==> src/rtl/instr_fetch_unit_pkg.sv <==
// Shared definitions for the instruction fetch stage: width defaults and the
// fetch FSM state type.
package instr_fetch_unit_pkg;

  // Datapath widths shared with the rest of the core (`RegWidth / `InstrWidth).
  localparam int REG_WIDTH           = 16;
  localparam int INSTR_WIDTH_DEFAULT = 16;

  // IDLE: nothing outstanding; WAIT: response will be kept; DROP: response
  // belongs to a flushed stream and will be discarded.
  typedef enum logic [1:0] {
    IDLE = 2'd0,
    WAIT = 2'd1,
    DROP = 2'd2
  } fetch_state_e;

endpackage

==> src/rtl/instr_fetch_unit_fetch_fifo.sv <==
// Prefetch buffer: synchronous FIFO with flush. The head is presented from
// registered storage and reads as zero while the buffer is empty.
module fetch_fifo #(
  parameter int DEPTH = 4,
  parameter int WIDTH = 32
) (
  input  logic                     clk_i,
  input  logic                     rst_i,
  input  logic                     flush_i,
  input  logic                     push_i,
  input  logic [WIDTH-1:0]         data_i,
  input  logic                     pop_i,
  output logic [WIDTH-1:0]         data_o,
  output logic                     valid_o,
  output logic [$clog2(DEPTH):0]   count_o
);

  localparam int PW = $clog2(DEPTH);
  localparam int CW = PW + 1;

  logic [WIDTH-1:0] mem_q [DEPTH];
  logic [PW-1:0]    rd_ptr_q, wr_ptr_q;
  logic [CW-1:0]    count_q;
  logic             full, empty, do_push, do_pop;

  assign full    = (count_q == CW'(DEPTH));
  assign empty   = (count_q == '0);
  assign do_push = push_i && !flush_i && !full;
  assign do_pop  = pop_i && !flush_i && !empty;

  // Pointers and occupancy; pointers wrap naturally because DEPTH is a power of two.
  always_ff @(posedge clk_i) begin
    // NOTE: sequential state uses non-blocking assignments so every register
    // samples the pre-edge value of every other register.
    if (rst_i || flush_i) begin
      rd_ptr_q <= '0;
      wr_ptr_q <= '0;
      count_q  <= '0;
    end else begin
      if (do_push) wr_ptr_q <= wr_ptr_q + PW'(1);
      if (do_pop)  rd_ptr_q <= rd_ptr_q + PW'(1);
      unique case ({do_push, do_pop})
        2'b10:   count_q <= count_q + CW'(1);
        2'b01:   count_q <= count_q - CW'(1);
        default: count_q <= count_q;
      endcase
    end
  end

  // Entry storage written on push.
  always_ff @(posedge clk_i) begin
    // NOTE: storage is deliberately not reset; the occupancy count alone
    // decides which entries are meaningful, so it can map to plain RAM.
    if (do_push) mem_q[wr_ptr_q] <= data_i;
  end

  assign valid_o = !empty;
  assign data_o  = empty ? '0 : mem_q[rd_ptr_q];
  assign count_o = count_q;

endmodule

==> src/rtl/instr_fetch_unit.sv <==
// Fetch stage: word-addressed PC generation, single-outstanding memory
// request FSM, and a prefetch FIFO feeding decode.
module instr_fetch_unit
  import instr_fetch_unit_pkg::*;
#(
  parameter int                    ADDR_WIDTH  = REG_WIDTH,
  parameter int                    INSTR_WIDTH = INSTR_WIDTH_DEFAULT,
  parameter int                    FIFO_DEPTH  = 4,
  parameter logic [ADDR_WIDTH-1:0] RESET_PC    = '0
) (
  input  logic                   CLK,
  input  logic                   RST,
  input  logic                   halt,
  input  logic                   redirect_valid,
  input  logic [ADDR_WIDTH-1:0]  redirect_pc,
  output logic                   mem_req,
  output logic [ADDR_WIDTH-1:0]  mem_addr,
  input  logic                   mem_gnt,
  input  logic                   mem_rvalid,
  input  logic [INSTR_WIDTH-1:0] mem_rdata,
  output logic                   instr_valid,
  output logic [INSTR_WIDTH-1:0] instr,
  output logic [ADDR_WIDTH-1:0]  instr_pc,
  input  logic                   instr_ready
);

  localparam int              CW        = $clog2(FIFO_DEPTH) + 1;
  localparam int              EW        = ADDR_WIDTH + INSTR_WIDTH;
  localparam logic [CW:0]     DEPTH_LIM = (CW + 1)'(FIFO_DEPTH);

  fetch_state_e          state_q, state_d;
  logic [ADDR_WIDTH-1:0] fetch_pc_q, fetch_pc_d;
  logic [ADDR_WIDTH-1:0] out_pc_q, out_pc_d;
  logic [CW-1:0]         fifo_count;
  logic [CW:0]           committed;
  logic [EW-1:0]         fifo_head;
  logic                  grant, push, pop;

  // FSM state register.
  always_ff @(posedge CLK) begin
    if (RST) state_q <= IDLE;
    else     state_q <= state_d;
  end

  // FSM next state: track whether the single outstanding response is kept or dropped.
  always_comb begin
    // NOTE: every combinational output gets a default first so no path
    // through the block leaves it unassigned and infers a latch.
    state_d = state_q;
    unique case (state_q)
      IDLE: if (grant) state_d = WAIT;
      WAIT: begin
        if (redirect_valid)  state_d = mem_rvalid ? IDLE : DROP;
        else if (mem_rvalid) state_d = grant ? WAIT : IDLE;
      end
      DROP: if (mem_rvalid) state_d = IDLE;
      default: state_d = IDLE;
    endcase
  end

  // FSM outputs: issue only when a FIFO slot is reserved for every response in flight.
  always_comb begin
    committed = {1'b0, fifo_count} + {{CW{1'b0}}, (state_q == WAIT)};
    mem_req   = !RST && !halt && !redirect_valid &&
                (state_q == IDLE || (state_q == WAIT && mem_rvalid)) &&
                (committed < DEPTH_LIM);
    mem_addr  = fetch_pc_q;
    grant     = mem_req && mem_gnt;
    push      = (state_q == WAIT) && mem_rvalid && !redirect_valid;
    pop       = instr_valid && instr_ready;
  end

  // Next fetch PC and the PC of the request currently in flight.
  always_comb begin
    fetch_pc_d = fetch_pc_q;
    out_pc_d   = out_pc_q;
    if (redirect_valid) begin
      fetch_pc_d = redirect_pc;
    end else if (grant) begin
      fetch_pc_d = fetch_pc_q + ADDR_WIDTH'(1);
      out_pc_d   = fetch_pc_q;
    end
  end

  // PC registers.
  always_ff @(posedge CLK) begin
    if (RST) begin
      fetch_pc_q <= RESET_PC;
      out_pc_q   <= '0;
    end else begin
      fetch_pc_q <= fetch_pc_d;
      out_pc_q   <= out_pc_d;
    end
  end

  fetch_fifo #(
    .DEPTH (FIFO_DEPTH),
    .WIDTH (EW)
  ) u_fifo (
    .clk_i   (CLK),
    .rst_i   (RST),
    .flush_i (redirect_valid),
    .push_i  (push),
    .data_i  ({out_pc_q, mem_rdata}),
    .pop_i   (pop),
    .data_o  (fifo_head),
    .valid_o (instr_valid),
    .count_o (fifo_count)
  );

  assign {instr_pc, instr} = fifo_head;

  // Memory must only answer a request that is actually outstanding.
  a_no_rvalid_in_idle: assert property (@(posedge CLK) disable iff (RST)
    !(state_q == IDLE && mem_rvalid));

endmodule

==> config.mk <==
export PLATFORM = sky130hd
export DESIGN_NAME = instr_fetch_unit
export DESIGN_NICKNAME = d
export VERILOG_FILES = /design/src/rtl/instr_fetch_unit_pkg.sv /design/src/rtl/instr_fetch_unit_fetch_fifo.sv /design/src/rtl/instr_fetch_unit.sv
export SDC_FILE = /design/constraint.sdc
export NUM_CORES = 1
export LEC_CHECK = 0
export CORE_MARGIN = 5
export CORE_UTILIZATION = 59
export DETAILED_ROUTE_END_ITERATION = 10
export GPL_TIMING_DRIVEN = 1
export PLACE_DENSITY = 0.84
export SYNTH_ARGS = -nofsm -noshare
export SYNTH_HDL_FRONTEND = slang
export SYNTH_HIERARCHICAL = 1
export SYNTH_SLANG_ARGS = --single-unit
export TNS_END_PERCENT = 100
==> constraint.sdc <==
create_clock -name CLK -period 5.8 [get_ports CLK]
set_clock_uncertainty 0.2 [all_clocks]
set_input_delay 1.74 -clock CLK [delete_from_list [all_inputs] [get_ports CLK]]
set_output_delay 1.74 -clock CLK [all_outputs]
set_load 0.01 [all_outputs]
==> flow_summary.json <==
{
  "core_um2": 11500,
  "ctsHoldBuffers": 0,
  "stdcell_count": 716,
  "syn_nets": 515,
  "dr_total_vias": 4312,
  "chipHeight_um": 119,
  "synth_edf_count": 128,
  "antenna_left": 0,
  "swShare_pct": 19.8,
  "layout_min_cycle_time_ns": 5.31,
  "r2r-end": "u_fifo/count_o[2]",
  "std_cell_rows": 39,
  "finalWirelength_um": 14500,
  "irDropWorstVdd_mv": 0.207,
  "clk_pin_slew_ns": 0.06,
  "ctsResizeCount": 0,
  "yosysMostFrequentCell": "edfxtp_1",
  "slew_violations": 0,
  "hpwlAfterDp_um": 8780,
  "ff2ff_path_depth": 11,
  "cts_buffer_depth": 2,
  "cts_setup_buffers": 0,
  "pwr-share-clk_pct": 44.5,
  "fin_ws_ns": 0.487,
  "wl_per_cell_um": 20.3,
  "cts_root_buffer": "clkbuf_16",
  "clk_latency_ns": 0.42,
  "io_pins": 89,
  "crit_type": "primary input to primary output",
  "cts_sinks": 171,
  "yosys_warnings": 6,
  "cp.required_ns": 3.86,
  "cp-end-kind": "primary output",
  "p_per_area_nw_per_um2": 295,
  "critPathArrivalTime_ns": 3.37,
  "r2r_start": "u_fifo/count_o[1]",
  "die_area_um2": 14100,
  "place_ws_ns": 0.489,
  "share_comb_of_total_power_pct": 3.2,
  "status": "finished, final reports clean",
  "vias_per_cell": 6.02,
  "drive_above_1_share_pct": 14.7,
  "rsz0062_at_grt": "no",
  "cp_cell_sequence": "clkdlybuf4s50_1 > a21bo_2 > a211oi_1 > clkdlybuf4s50_1",
  "drc": 0,
  "gp_congestion": 0.878,
  "port_buffers": 88,
  "htreeDepth": 4,
  "postSynth.asyncResetShare_pct": 0,
  "synth.distinct_cells": 51,
  "first_pass_iters": 5,
  "synth_seq_cells": 171,
  "p_sw_w": 0.000503,
  "yosys.area.top_type_share_pct": 54.9,
  "grt_pass1_wl_um": 23600,
  "totalNegativeSetupSlack_ns": 0,
  "antenna_found_initial": 0,
  "fmax_mhz": 188,
  "grt_remaining_overflow": 0,
  "tightestPinTransition_ns": 0.985,
  "place_inst": 684,
  "worst_hold_path.endpoint": "out_pc_q[5]",
  "grtUsageTotal_pct": 21.7,
  "fin_nets": 606,
  "slew_headroom_pct": 34.1,
  "post-route-period-util_pct": 91.6,
  "fp.dieW_um": 119,
  "cpMostUsedCell": "clkdlybuf4s50_1",
  "regToRegSetupSlack_ns": 2.68,
  "yosys-top-cells-area": "edfxtp_1 (55%), dfxtp_1 (12%), mux4_2 (10%), nand2_1 (3.1%), nor2b_1 (2.5%)",
  "diodes": 0,
  "syn_area_um2": 7000,
  "holdCritStartpoint": "out_pc_q[5]",
  "slowest_stage": "clkdlybuf4s50_1",
  "stdcell_area_um2": 8610,
  "synth_cells": 469,
  "hp-class": "flop to flop",
  "ys.flop_type": "edfxtp_1",
  "grt_max_degree": 37,
  "start_util_pct": 60.8,
  "yosys.area.top_type": "edfxtp_1",
  "p_int_w": 0.00204,
  "synthTopCellsByCount": "edfxtp_1 (128), nand2_1 (57), dfxtp_1 (43)",
  "cp_max_fo": 5,
  "ys_seq_area_share_pct": 67.2,
  "seqPwrFrac_pct": 52.3,
  "area_growth_pct": 23.1,
  "n_fill_cell": 707,
  "cts_buffers": 17,
  "postSynthAreaPerCell_um2": 14.9,
  "post_dp_cell_area_um2": 7990,
  "setup_viol": 0,
  "grt_pass1_vias": 4443,
  "p_leak_nw": 2.60,
  "cts_tree": "done",
  "min_path_cells": 2,
  "max_stage_delay_ns": 0.58,
  "drtIter0Drc": 368,
  "max-cap-violations": 0,
  "hold_viol": 0,
  "start_kind": "primary input"
}
==> area by class of cell <==
cell class | count | area (µm²) | share of cell area [%]
sequential | 171 | 4710 | 54.6
multi-input combinational | 260 | 2100 | 24.4
timing repair buffer | 99 | 963 | 11.2
clock buffer | 23 | 553 | 6.42
tap | 143 | 179 | 2.08
clock inverter | 9 | 66.3 | 0.770
inverter | 11 | 41.3 | 0.480
==> through the flow <==
stage | total power, W | hold WS (ns) | utilization (%)
2_1_floorplan | 0.00138 | 0.259 | -
3_3_place_gp | 0.00143 | 0.272 | 69.4
3_5_place_dp | 0.00144 | 0.287 | 69.4
4_1_cts | 0.00256 | 0.305 | 74.8
5_1_grt | 0.00263 | 0.335 | 74.8
6_report | 0.00254 | 0.302 | 74.8
==> how the worst max path moves through the flow <==
stage | start | endpoint | slack, ns | cells past startpoint
after global placement | RST | mem_req | 0.52 | 4
after CTS | RST | mem_req | 0.46 | 4
after floorplan | RST | mem_req | 1.29 | 3
after global routing | RST | mem_req | 0.36 | 4
after detailed placement | RST | mem_req | 0.49 | 4
final | mem_rvalid | mem_req | 0.49 | 4
==> power by group through the flow <==
stage                     clock [W]  combinational [W]  sequential [W]
after detailed placement          0          0.0000817         0.00135
after CTS                   0.00115          0.0000826         0.00133
after global placement            0          0.0000796         0.00135
after floorplan                   0          0.0000288         0.00135
after global routing        0.00121          0.0000899         0.00133
final                       0.00113          0.0000823         0.00133
==> routing by layer <==
layer  vias to the layer above  wire [µm]  global-route usage, %  share of wire (%)
met3                        12        898                   5.59                6.2
li1                       1983          -                      -                  -
met2                       195       7560                   37.6                 52
met1                      2122       5910                   27.5                 41
met4                         0        156                   5.36                1.1
met5                         -          0                      0                  0
==> critical path, delay by kind of cell <==
kind / cells / cell delay [ns]
compound gates: 2 / 0.52
buf+inv: 2 / 1.11
==> registers in the layout, indices dropped and copies added, names as in the netlist, named ones only <==
signal	count
u_fifo/mem_q	128
mem_addr	16
out_pc_q	16
u_fifo/count_o	3
state_q	2
u_fifo/rd_ptr_q	2
u_fifo/wr_ptr_q	2
==> logic make-up after synthesis <==
group           after synthesis  share of synthesized area [%]
compound gates               68                           6.31
xor+xnor                      3                          0.376
fa+ha+maj                     7                           1.36
buf+inv                      38                           2.81
flops                       171                           67.2
mux                          34                           10.6
simple gates                148                           11.3
==> layout by cell type (no fill, tap or decap), types with 3 or more instances in the layout <==
master	count
edfxtp_1	128
clkdlybuf4s50_1	88
nand2_1	57
dfxtp_1	42
mux4_2	32
a21oi_1	29
nor2b_1	28
clkbuf_16	21
buf_4	11
inv_1	10
a31oi_1	9
nor2_1	8
and2_1	7
or4_1	7
o211ai_1	6
nand4_1	6
nand3_1	6
o311ai_0	6
ha_1	6
or3_1	5
nor3_1	4
and2b_1	4
o21ai_0	4
and3_1	3
nor3b_1	3
inv_6	3
xor2_1	3
No activity file was read; power rests on OpenSTA's default activity.
